<file path="config.mk">
export PLATFORM = sky130hd
export DESIGN_NAME = vga_timing_gen
export DESIGN_NICKNAME = d
export VERILOG_FILES = /design/src/rtl/vga_timing_gen.sv
export SDC_FILE = /design/constraint.sdc
export NUM_CORES = 1
export LEC_CHECK = 0
export BUFFER_PORTS_ARGS = -buffer_cell sky130_fd_sc_hd__buf_2
export CORE_ASPECT_RATIO = 0.8
export CORE_MARGIN = 1.5
export CORE_UTILIZATION = 50
export CTS_CLUSTER_SIZE = 20
export DETAILED_ROUTE_END_ITERATION = 8
export GPL_ROUTABILITY_DRIVEN = 0
export PLACE_DENSITY_LB_ADDON = 0.3
export SETUP_SLACK_MARGIN = 0.5
export SYNTH_ARGS = -nofsm -noshare
export SYNTH_HDL_FRONTEND = slang
export SYNTH_SLANG_ARGS = --single-unit
</file>
<file path="constraint.sdc">
create_clock -name vga_clk -period 4.1 [get_ports vga_clk]
set_clock_uncertainty 0.15 [all_clocks]
set_input_delay 1.23 -clock vga_clk [delete_from_list [all_inputs] [get_ports vga_clk]]
set_output_delay 1.23 -clock vga_clk [all_outputs]
set_load 0.1 [all_outputs]
</file>
<file path="src/rtl/vga_timing_gen.sv">
// 640x480@60 VGA raster generator: scan counters, syncs, display enable, frame timing.
// Latency: hs/vs/blank/frame_start are registered decodes aligned with DrawX/DrawY; *_d lag by PIPE_DELAY clocks.
// Backpressure: none; free-running on every pixel clock, only reset stalls it.
module vga_timing_gen #(
  parameter int H_VISIBLE  = 640,
  parameter int H_FP       = 16,
  parameter int H_SYNC     = 96,
  parameter int H_BP       = 48,
  parameter int V_VISIBLE  = 480,
  parameter int V_FP       = 10,
  parameter int V_SYNC     = 2,
  parameter int V_BP       = 33,
  parameter int PIPE_DELAY = 2
) (
  input  logic        vga_clk,
  input  logic        reset,
  output logic [9:0]  DrawX,
  output logic [9:0]  DrawY,
  output logic        hs,
  output logic        vs,
  output logic        blank,
  output logic        hs_d,
  output logic        vs_d,
  output logic        blank_d,
  output logic        frame_start,
  output logic [15:0] frame_count
);

  localparam int H_TOTAL = H_VISIBLE + H_FP + H_SYNC + H_BP;
  localparam int V_TOTAL = V_VISIBLE + V_FP + V_SYNC + V_BP;

  // Counter compare points, sized to the 10-bit scan counters.
  localparam logic [9:0] H_LAST   = 10'(H_TOTAL - 1);
  localparam logic [9:0] V_LAST   = 10'(V_TOTAL - 1);
  localparam logic [9:0] H_VIS    = 10'(H_VISIBLE);
  localparam logic [9:0] V_VIS    = 10'(V_VISIBLE);
  localparam logic [9:0] HS_START = 10'(H_VISIBLE + H_FP);
  localparam logic [9:0] HS_END   = 10'(H_VISIBLE + H_FP + H_SYNC);
  localparam logic [9:0] VS_START = 10'(V_VISIBLE + V_FP);
  localparam logic [9:0] VS_END   = 10'(V_VISIBLE + V_FP + V_SYNC);

  logic [9:0]  draw_x_q, draw_x_d;
  logic [9:0]  draw_y_q, draw_y_d;
  logic [15:0] frame_count_q, frame_count_d;
  logic        hsync_q, hsync_d;
  logic        vsync_q, vsync_d;
  logic        disp_en_q, disp_en_d;
  logic        fstart_q, fstart_d;

  // Next raster position and frame counter: x wraps every line, y wraps every frame.
  always_comb begin
    draw_x_d      = draw_x_q + 10'd1;
    draw_y_d      = draw_y_q;
    frame_count_d = frame_count_q;
    if (draw_x_q == H_LAST) begin
      draw_x_d = '0;
      if (draw_y_q == V_LAST) begin
        draw_y_d      = '0;
        frame_count_d = frame_count_q + 16'd1;
      end else begin
        draw_y_d = draw_y_q + 10'd1;
      end
    end
  end

  // Decode the next position so the registered strobes line up with the counters.
  always_comb begin
    hsync_d   = !((draw_x_d >= HS_START) && (draw_x_d < HS_END));
    vsync_d   = !((draw_y_d >= VS_START) && (draw_y_d < VS_END));
    disp_en_d = (draw_x_d < H_VIS) && (draw_y_d < V_VIS);
    fstart_d  = (draw_x_d == 10'd0) && (draw_y_d == 10'd0);
  end

  // Raster state; reset parks at (0,0) blanked with both syncs idle.
  always_ff @(posedge vga_clk or posedge reset) begin
    if (reset) begin
      draw_x_q      <= '0;
      draw_y_q      <= '0;
      frame_count_q <= '0;
      hsync_q       <= 1'b1;
      vsync_q       <= 1'b1;
      disp_en_q     <= 1'b0;
      fstart_q      <= 1'b0;
    end else begin
      draw_x_q      <= draw_x_d;
      draw_y_q      <= draw_y_d;
      frame_count_q <= frame_count_d;
      hsync_q       <= hsync_d;
      vsync_q       <= vsync_d;
      disp_en_q     <= disp_en_d;
      fstart_q      <= fstart_d;
    end
  end

  assign DrawX       = draw_x_q;
  assign DrawY       = draw_y_q;
  assign hs          = hsync_q;
  assign vs          = vsync_q;
  assign blank       = disp_en_q;
  assign frame_start = fstart_q;
  assign frame_count = frame_count_q;

  // Delayed copies for renderers whose pixel data is registered through ROM and palette.
  if (PIPE_DELAY > 0) begin : g_pipe
    logic [PIPE_DELAY-1:0] hs_pipe_q, hs_pipe_d;
    logic [PIPE_DELAY-1:0] vs_pipe_q, vs_pipe_d;
    logic [PIPE_DELAY-1:0] bl_pipe_q, bl_pipe_d;

    // Shift each strobe one stage deeper per clock; stage 0 takes the live value.
    always_comb begin
      hs_pipe_d[0] = hsync_q;
      vs_pipe_d[0] = vsync_q;
      bl_pipe_d[0] = disp_en_q;
      for (int i = 1; i < PIPE_DELAY; i++) begin
        hs_pipe_d[i] = hs_pipe_q[i-1];
        vs_pipe_d[i] = vs_pipe_q[i-1];
        bl_pipe_d[i] = bl_pipe_q[i-1];
      end
    end

    // Reset clears the pipe to idle levels instead of draining stale pixels.
    always_ff @(posedge vga_clk or posedge reset) begin
      if (reset) begin
        hs_pipe_q <= '1;
        vs_pipe_q <= '1;
        bl_pipe_q <= '0;
      end else begin
        hs_pipe_q <= hs_pipe_d;
        vs_pipe_q <= vs_pipe_d;
        bl_pipe_q <= bl_pipe_d;
      end
    end

    assign hs_d    = hs_pipe_q[PIPE_DELAY-1];
    assign vs_d    = vs_pipe_q[PIPE_DELAY-1];
    assign blank_d = bl_pipe_q[PIPE_DELAY-1];
  end else begin : g_nopipe
    assign hs_d    = hsync_q;
    assign vs_d    = vsync_q;
    assign blank_d = disp_en_q;
  end

endmodule

</file>
==> run metrics, run 1 <==
status=finished, final reports clean; initial antenna violation count=0; first-pass GRT wire length=7.983 mm; leak pwr=1.232 nW; Worst path top cell family by delay=flip-flops; Clock Sinks=46; vias in the first global route=1610; Pwr Density=282.3 mW/mm^2; commonest non-fill, non-tap cell in the layout=buf_2; nets=265; count of cell types in the netlist=47; Post-synth EDFFs=0; total track usage=20.88%; CTS tree=done; Worst-Margin Slew=0.9135 ns; PortBufs=44; Worst-path clk slew=0.09 ns; NetSw=0.1611 mW; CP cell instances=buf_2; largest net degree at the start of global routing=47; final setup vio count=0; CTS Hold Bufs=0; # IOs=45; DR vias=1749; WP data arrival=1.32 ns; Core ar.=0.004283 mm^2; Worst Setup Start Kind=flip-flop; average cell area after synthesis=10.59 um^2; metal2 WL=1.990 mm; remaining antenna violation count after routing=0; synthesized cell area=0.002277 mm^2; Seq/Total Area, Yosys=50.88%; postcts setup bufs=0; M1 WL=2.345 mm; min Tclk post-route=2.699 ns; WL met3=240 um; Initial Utilization=53.17%; share of cells above drive strength 1=28.46%; CP endpoint kind=output pin; top achievable clock speed=370.4 MHz; Int Power=0.5744 mW; CTS H-tree lvls=2; post-synthesis register bit count=46; die width=78.45 um; TritonRoute pass-1 iters=4; register share of total power=61.7%; DRC=0; std cell rows=21; Clock power frac=37.1%; Critical Path Max Stage Delay=0.53 ns; syn_nets=221; Ys Warns=0; Finished Layout Cells=317; WP buf/inv=1; most frequent cells in the layout=buf_2 (44), dfrtp_1 (40), nand2_1 (21), nor2_1 (17), xnor2_1 (17); final slew viol count=0; Area growth syn-to-layout=14.40%; Worst-Skew Late Latency=0.30 ns; clk buf depth=2; WP data required=2.72 ns; worst vdd ir=180.6 uV; placed instance count=309; ys async rst share=100.0%; via density per instance=5.517; CP Max Fanout=9; Root Buffer=clkbuf_8; First DRT Iteration DRCs=56; Hold Crit Class=reg2reg; dpl hpwl=3.335 mm; slew margin rel.=39.01%; Gate Count Post-Synth=215; period utilisation layout=65.84%; CP max-delay cell=dfrtp_1; Hold Fails Final Rpt=0; DIE AREA=0.004971 mm^2; Combinational Power Share=1.2%; prevailing post-synth register cell=dfrtp_1; Top Metal Used=met4; Gates resized, CTS repair=0; Wirelength per Cell=14.68 um; grt ovf=0; crit path kind=reg2out; total detailed-routing wirelength=4.652 mm; number of diodes=0; die height=63.36 um; TritonCTS Buffers=5; switch share=21.90%; setup TNS=0 ns; unrepaired setup endpoints after global routing=no; max_cap viols=0
[through the flow]
step | hold slack, ns | area [um^2] | util, % | setup WS (ns) | total power, mW
floorplan | 0.1812 | 2277 | - | 0.8904 | 0.4690
global placement | 0.1834 | 2519 | 58.81 | 1.566 | 0.4717
detailed placement | 0.1881 | 2519 | 58.81 | 1.473 | 0.4720
CTS | 0.2044 | 2605 | 60.82 | 1.395 | 0.7446
global route | 0.2122 | 2605 | 60.82 | 1.265 | 0.7670
finish | 0.2048 | 2605 | 60.82 | 1.401 | 0.7354
[synth_stat cells (4+ instances only)]
library cell | count | share of area [%]
dfstp_2 | 6 | 6.9
a21oi_1 | 7 | 1.5
ha_1 | 4 | 2.2
and3_1 | 5 | 1.4
nand2_1 | 21 | 3.5
buf_2 | 4 | 0.88
nor2_1 | 17 | 2.8
nand4_1 | 8 | 2.2
o21ai_0 | 9 | 2.0
xnor2_1 | 17 | 6.5
nand3_1 | 6 | 1.3
dfrtp_1 | 40 | 44
and2_1 | 4 | 1.1
inv_1 | 10 | 1.6
nor3_1 | 7 | 1.5
xor2_1 | 11 | 4.2
[cells by family after synthesis]
family / Yosys count / share of synthesized area, %
DFF: 46 / 50.88
adders and majority gates: 4 / 2.198
muxes: 1 / 0.4945
buffers and inverters: 18 / 4.176
AOI/OAI and AO/OA: 28 / 8.132
xor gates and xnor gates: 29 / 11.48
and+or+nand+nor: 89 / 22.64
[cell type report]
class	count	area (um^2)
fillers	343	1678
inverters	10	37.54
well taps	57	71.32
flip-flops and latches	46	1159
clock buffers	6	72.57
multi-input cells	151	1023
clock inverters	2	13.76
repair buffers	45	227.7
[power groups by stage]
stage	combinational, mW	sequential (mW)	clock (mW)
6_report	0.00869	0.454	0.273
5_1_grt	0.0108	0.454	0.303
4_1_cts	0.00947	0.454	0.282
3_5_place_dp	0.00965	0.462	0
3_3_place_gp	0.00936	0.462	0
2_1_floorplan	0.00660	0.462	0
[registers in the layout, indices dropped and copies added (netlist names)]
signal,cells
g_pipe.vs_pipe_q,2
g_pipe.hs_pipe_q,2
hs,1
DrawX,10
DrawY,10
g_pipe.bl_pipe_q,2
frame_count,16
blank,1
frame_start,1
vs,1
[metal layers]
metal	GRT usage, %	up-vias
li1	-	841
met1	31.74	839
met2	29.24	61
met3	4.058	8
met4	8.036	0
met5	0	-
[worst paths after layout]
| kind | slack [ns] | to | start | cells after the start |
|---|---|---|---|---|
| max | 1.40 | DrawY[4] | DrawY[4]$_DFF_PP0_ | 1 |
| min | 0.20 | g_pipe.bl_pipe_q[1]$_DFF_PP0_ | g_pipe.bl_pipe_q[0]$_DFF_PP0_ | 0 |
| max reg2reg | 1.45 | vs$_DFF_PP1_ | DrawX[0]$_DFF_PP0_ | 7 |
| min reg2reg | 0.20 | g_pipe.bl_pipe_q[1]$_DFF_PP0_ | g_pipe.bl_pipe_q[0]$_DFF_PP0_ | 0 |
| max in group asynchronous | 2.26 | DrawY[4]$_DFF_PP0_ | reset | 2 |
| min in group asynchronous | 0.98 | g_pipe.bl_pipe_q[0]$_DFF_PP0_ | reset | 2 |
Note: power is estimated with default switching activity, not from simulation.
==> run 2: changes to the inputs <==
--- a/config.mk
+++ b/config.mk
@@ -8,7 +8,7 @@
 export BUFFER_PORTS_ARGS = -buffer_cell sky130_fd_sc_hd__buf_2
 export CORE_ASPECT_RATIO = 0.8
 export CORE_MARGIN = 1.5
-export CORE_UTILIZATION = 50
+export CORE_UTILIZATION = 49
 export CTS_CLUSTER_SIZE = 20
 export DETAILED_ROUTE_END_ITERATION = 8
 export GPL_ROUTABILITY_DRIVEN = 0
==> constraint.sdc (replaced) <==
create_clock -name vga_clk -period 2.47 [get_ports vga_clk]
set_clock_uncertainty 0.15 [all_clocks]
set_input_delay 0.741 -clock vga_clk [delete_from_list [all_inputs] [get_ports vga_clk]]
set_output_delay 0.741 -clock vga_clk [all_outputs]
set_load 0.1 [all_outputs]
==> run metrics, run 2 (synthesis gave the netlist of run 1 again) <==
status=complete, but fails checks; failing checks=setup timing; Worst path top cell family by delay=simple AND/OR/NAND/NOR gates; Combinational Power Share=1.6%; CTS H-tree lvls=2; WP buf/inv=2; Clock power frac=38.6%; share of cells above drive strength 1=60.78%; CTS tree=done; period utilisation layout=104.5%; most frequent cells in the layout=buf_4 (40), buf_6 (34), dfrtp_1 (15), dfrtp_4 (14), nand2_1 (14); total power=1.256 mW; WP data required=2.52 ns; Worst-Skew Late Latency=0.31 ns; Worst-Margin Slew=0.4829 ns; remaining antenna violation count after routing=0; Hold Fails Final Rpt=0; Cell Area, Placed=0.002784 mm^2; first-pass GRT wire length=10.12 mm; Int Power=0.9559 mW; NetSw=0.3005 mW; final setup margin=-0.1116 ns; vias in the first global route=1970; fin area=0.003715 mm^2; crit path kind=reg2reg; TritonCTS Buffers=5; total detailed-routing wirelength=7.659 mm; Root Buffer=clkbuf_8; CTS Hold Bufs=0; via density per instance=6.074; largest net degree at the start of global routing=31; final design utilization=86.21%; grt ovf=0; nets=311; worst vdd ir=392.0 uV; final setup vio count=2; CP cell instances=buf_6 > or2_4 > nor3_4 > nand4_1 > xnor2_2 > buf_4 > a211oi_1 > nor4bb_2; Pwr Density=338.2 mW/mm^2; commonest non-fill, non-tap cell in the layout=buf_4; CP Max Fanout=6; clk buf depth=2; slew margin rel.=68.03%; DR vias=2205; Finished Layout Cells=363; CP max-delay cell=dfrtp_4; max_cap viols=0; TritonRoute pass-1 iters=5; Worst Setup Start Kind=flip-flop; number of diodes=0; min Tclk post-route=2.582 ns; max FFs per register=16; Wirelength per Cell=21.10 um; top achievable clock speed=387.4 MHz; leak pwr=1.751 nW; DIE AREA=0.005068 mm^2; DRC=0; Hold Crit Class=reg2reg; die width=79.22 um; Initial Utilization=52.85%; die height=63.98 um; setup TNS=-0.1424 ns; Worst-path clk slew=0.09 ns; dpl hpwl=3.807 mm; First DRT Iteration DRCs=250; register share of total power=59.9%; std cell rows=21; Critical Path Max Stage Delay=0.51 ns; WP data arrival=2.63 ns; placed instance count=322; PortBufs=44; Area growth syn-to-layout=63.13%; # fillers=203; total track usage=26.04%; switch share=23.92%; # IOs=45; Core ar.=0.004309 mm^2; final slew viol count=0; unrepaired setup endpoints after global routing=yes; initial antenna violation count=0; Clock Sinks=46; CP endpoint kind=flip-flop
## run 2: routing by layer
metal	vias up	GRT usage, %	wire length, um
li1	926	-	-
met3	25	5.286	593
met1	1115	38.45	3117
met4	0	5.482	217
met5	-	0	0
met2	139	39.85	3731
## run 2: through the flow
stage | hold WS [ns] | setup WS [ns]
4_1_cts | 0.2103 | 0.08562
5_1_grt | 0.2211 | -0.1134
3_3_place_gp | 0.1840 | -0.02998
2_1_floorplan | 0.1812 | -0.1881
6_report | 0.2097 | -0.1116
3_5_place_dp | 0.1934 | -0.05211
## run 2: cell type report
type / instances / area, um^2 / area share [%]
Clock buffer: 5 / 68.82 / 1.852
Clock inverter: 3 / 21.27 / 0.5726
Inverter: 10 / 37.54 / 1.010
Multi-Input combinational cell: 151 / 1330 / 35.80
Sequential cell: 46 / 1225 / 32.97
Tap cell: 57 / 71.32 / 1.920
Timing Repair Buffer: 91 / 960.9 / 25.87
## run 2: worst reg2reg max path, stage by stage (launching register included)
cell      delay, ns
dfrtp_4        0.51
buf_6          0.13
or2_4          0.25
nor3_4         0.35
nand4_1        0.23
xnor2_2        0.19
buf_4          0.15
a211oi_1       0.24
nor4bb_2       0.30
## run 2: final timing paths
path                                               start                            end  slack [ns]  depth (start not counted)
setup / recovery                      DrawX[5]$_DFF_PP0_          frame_start$_DFF_PP0_       -0.11                          8
hold / removal             g_pipe.bl_pipe_q[0]$_DFF_PP0_  g_pipe.bl_pipe_q[1]$_DFF_PP0_        0.21                          0
setup reg to reg                      DrawX[5]$_DFF_PP0_          frame_start$_DFF_PP0_       -0.11                          8
hold reg to reg            g_pipe.bl_pipe_q[0]$_DFF_PP0_  g_pipe.bl_pipe_q[1]$_DFF_PP0_        0.21                          0
max in group asynchronous                          reset  g_pipe.vs_pipe_q[1]$_DFF_PP1_        1.35                          3
min in group asynchronous                          reset             DrawX[8]$_DFF_PP0_        0.27                          2
## run 2: power by group through the flow
stage	Sequential, mW	Clock [mW]	Combinational (mW)
2_1_floorplan	0.768	0	0.0109
3_3_place_gp	0.768	0	0.0200
3_5_place_dp	0.768	0	0.0203
4_1_cts	0.752	0.471	0.0204
5_1_grt	0.753	0.513	0.0231
6_report	0.752	0.484	0.0195
## run 2: what timing repair did
action / CTS / global route
pin swaps: 19 / 21
resized for setup: 100 / 59
setup endpoints to repair: 64 / 44
setup buffers: 20 / 13
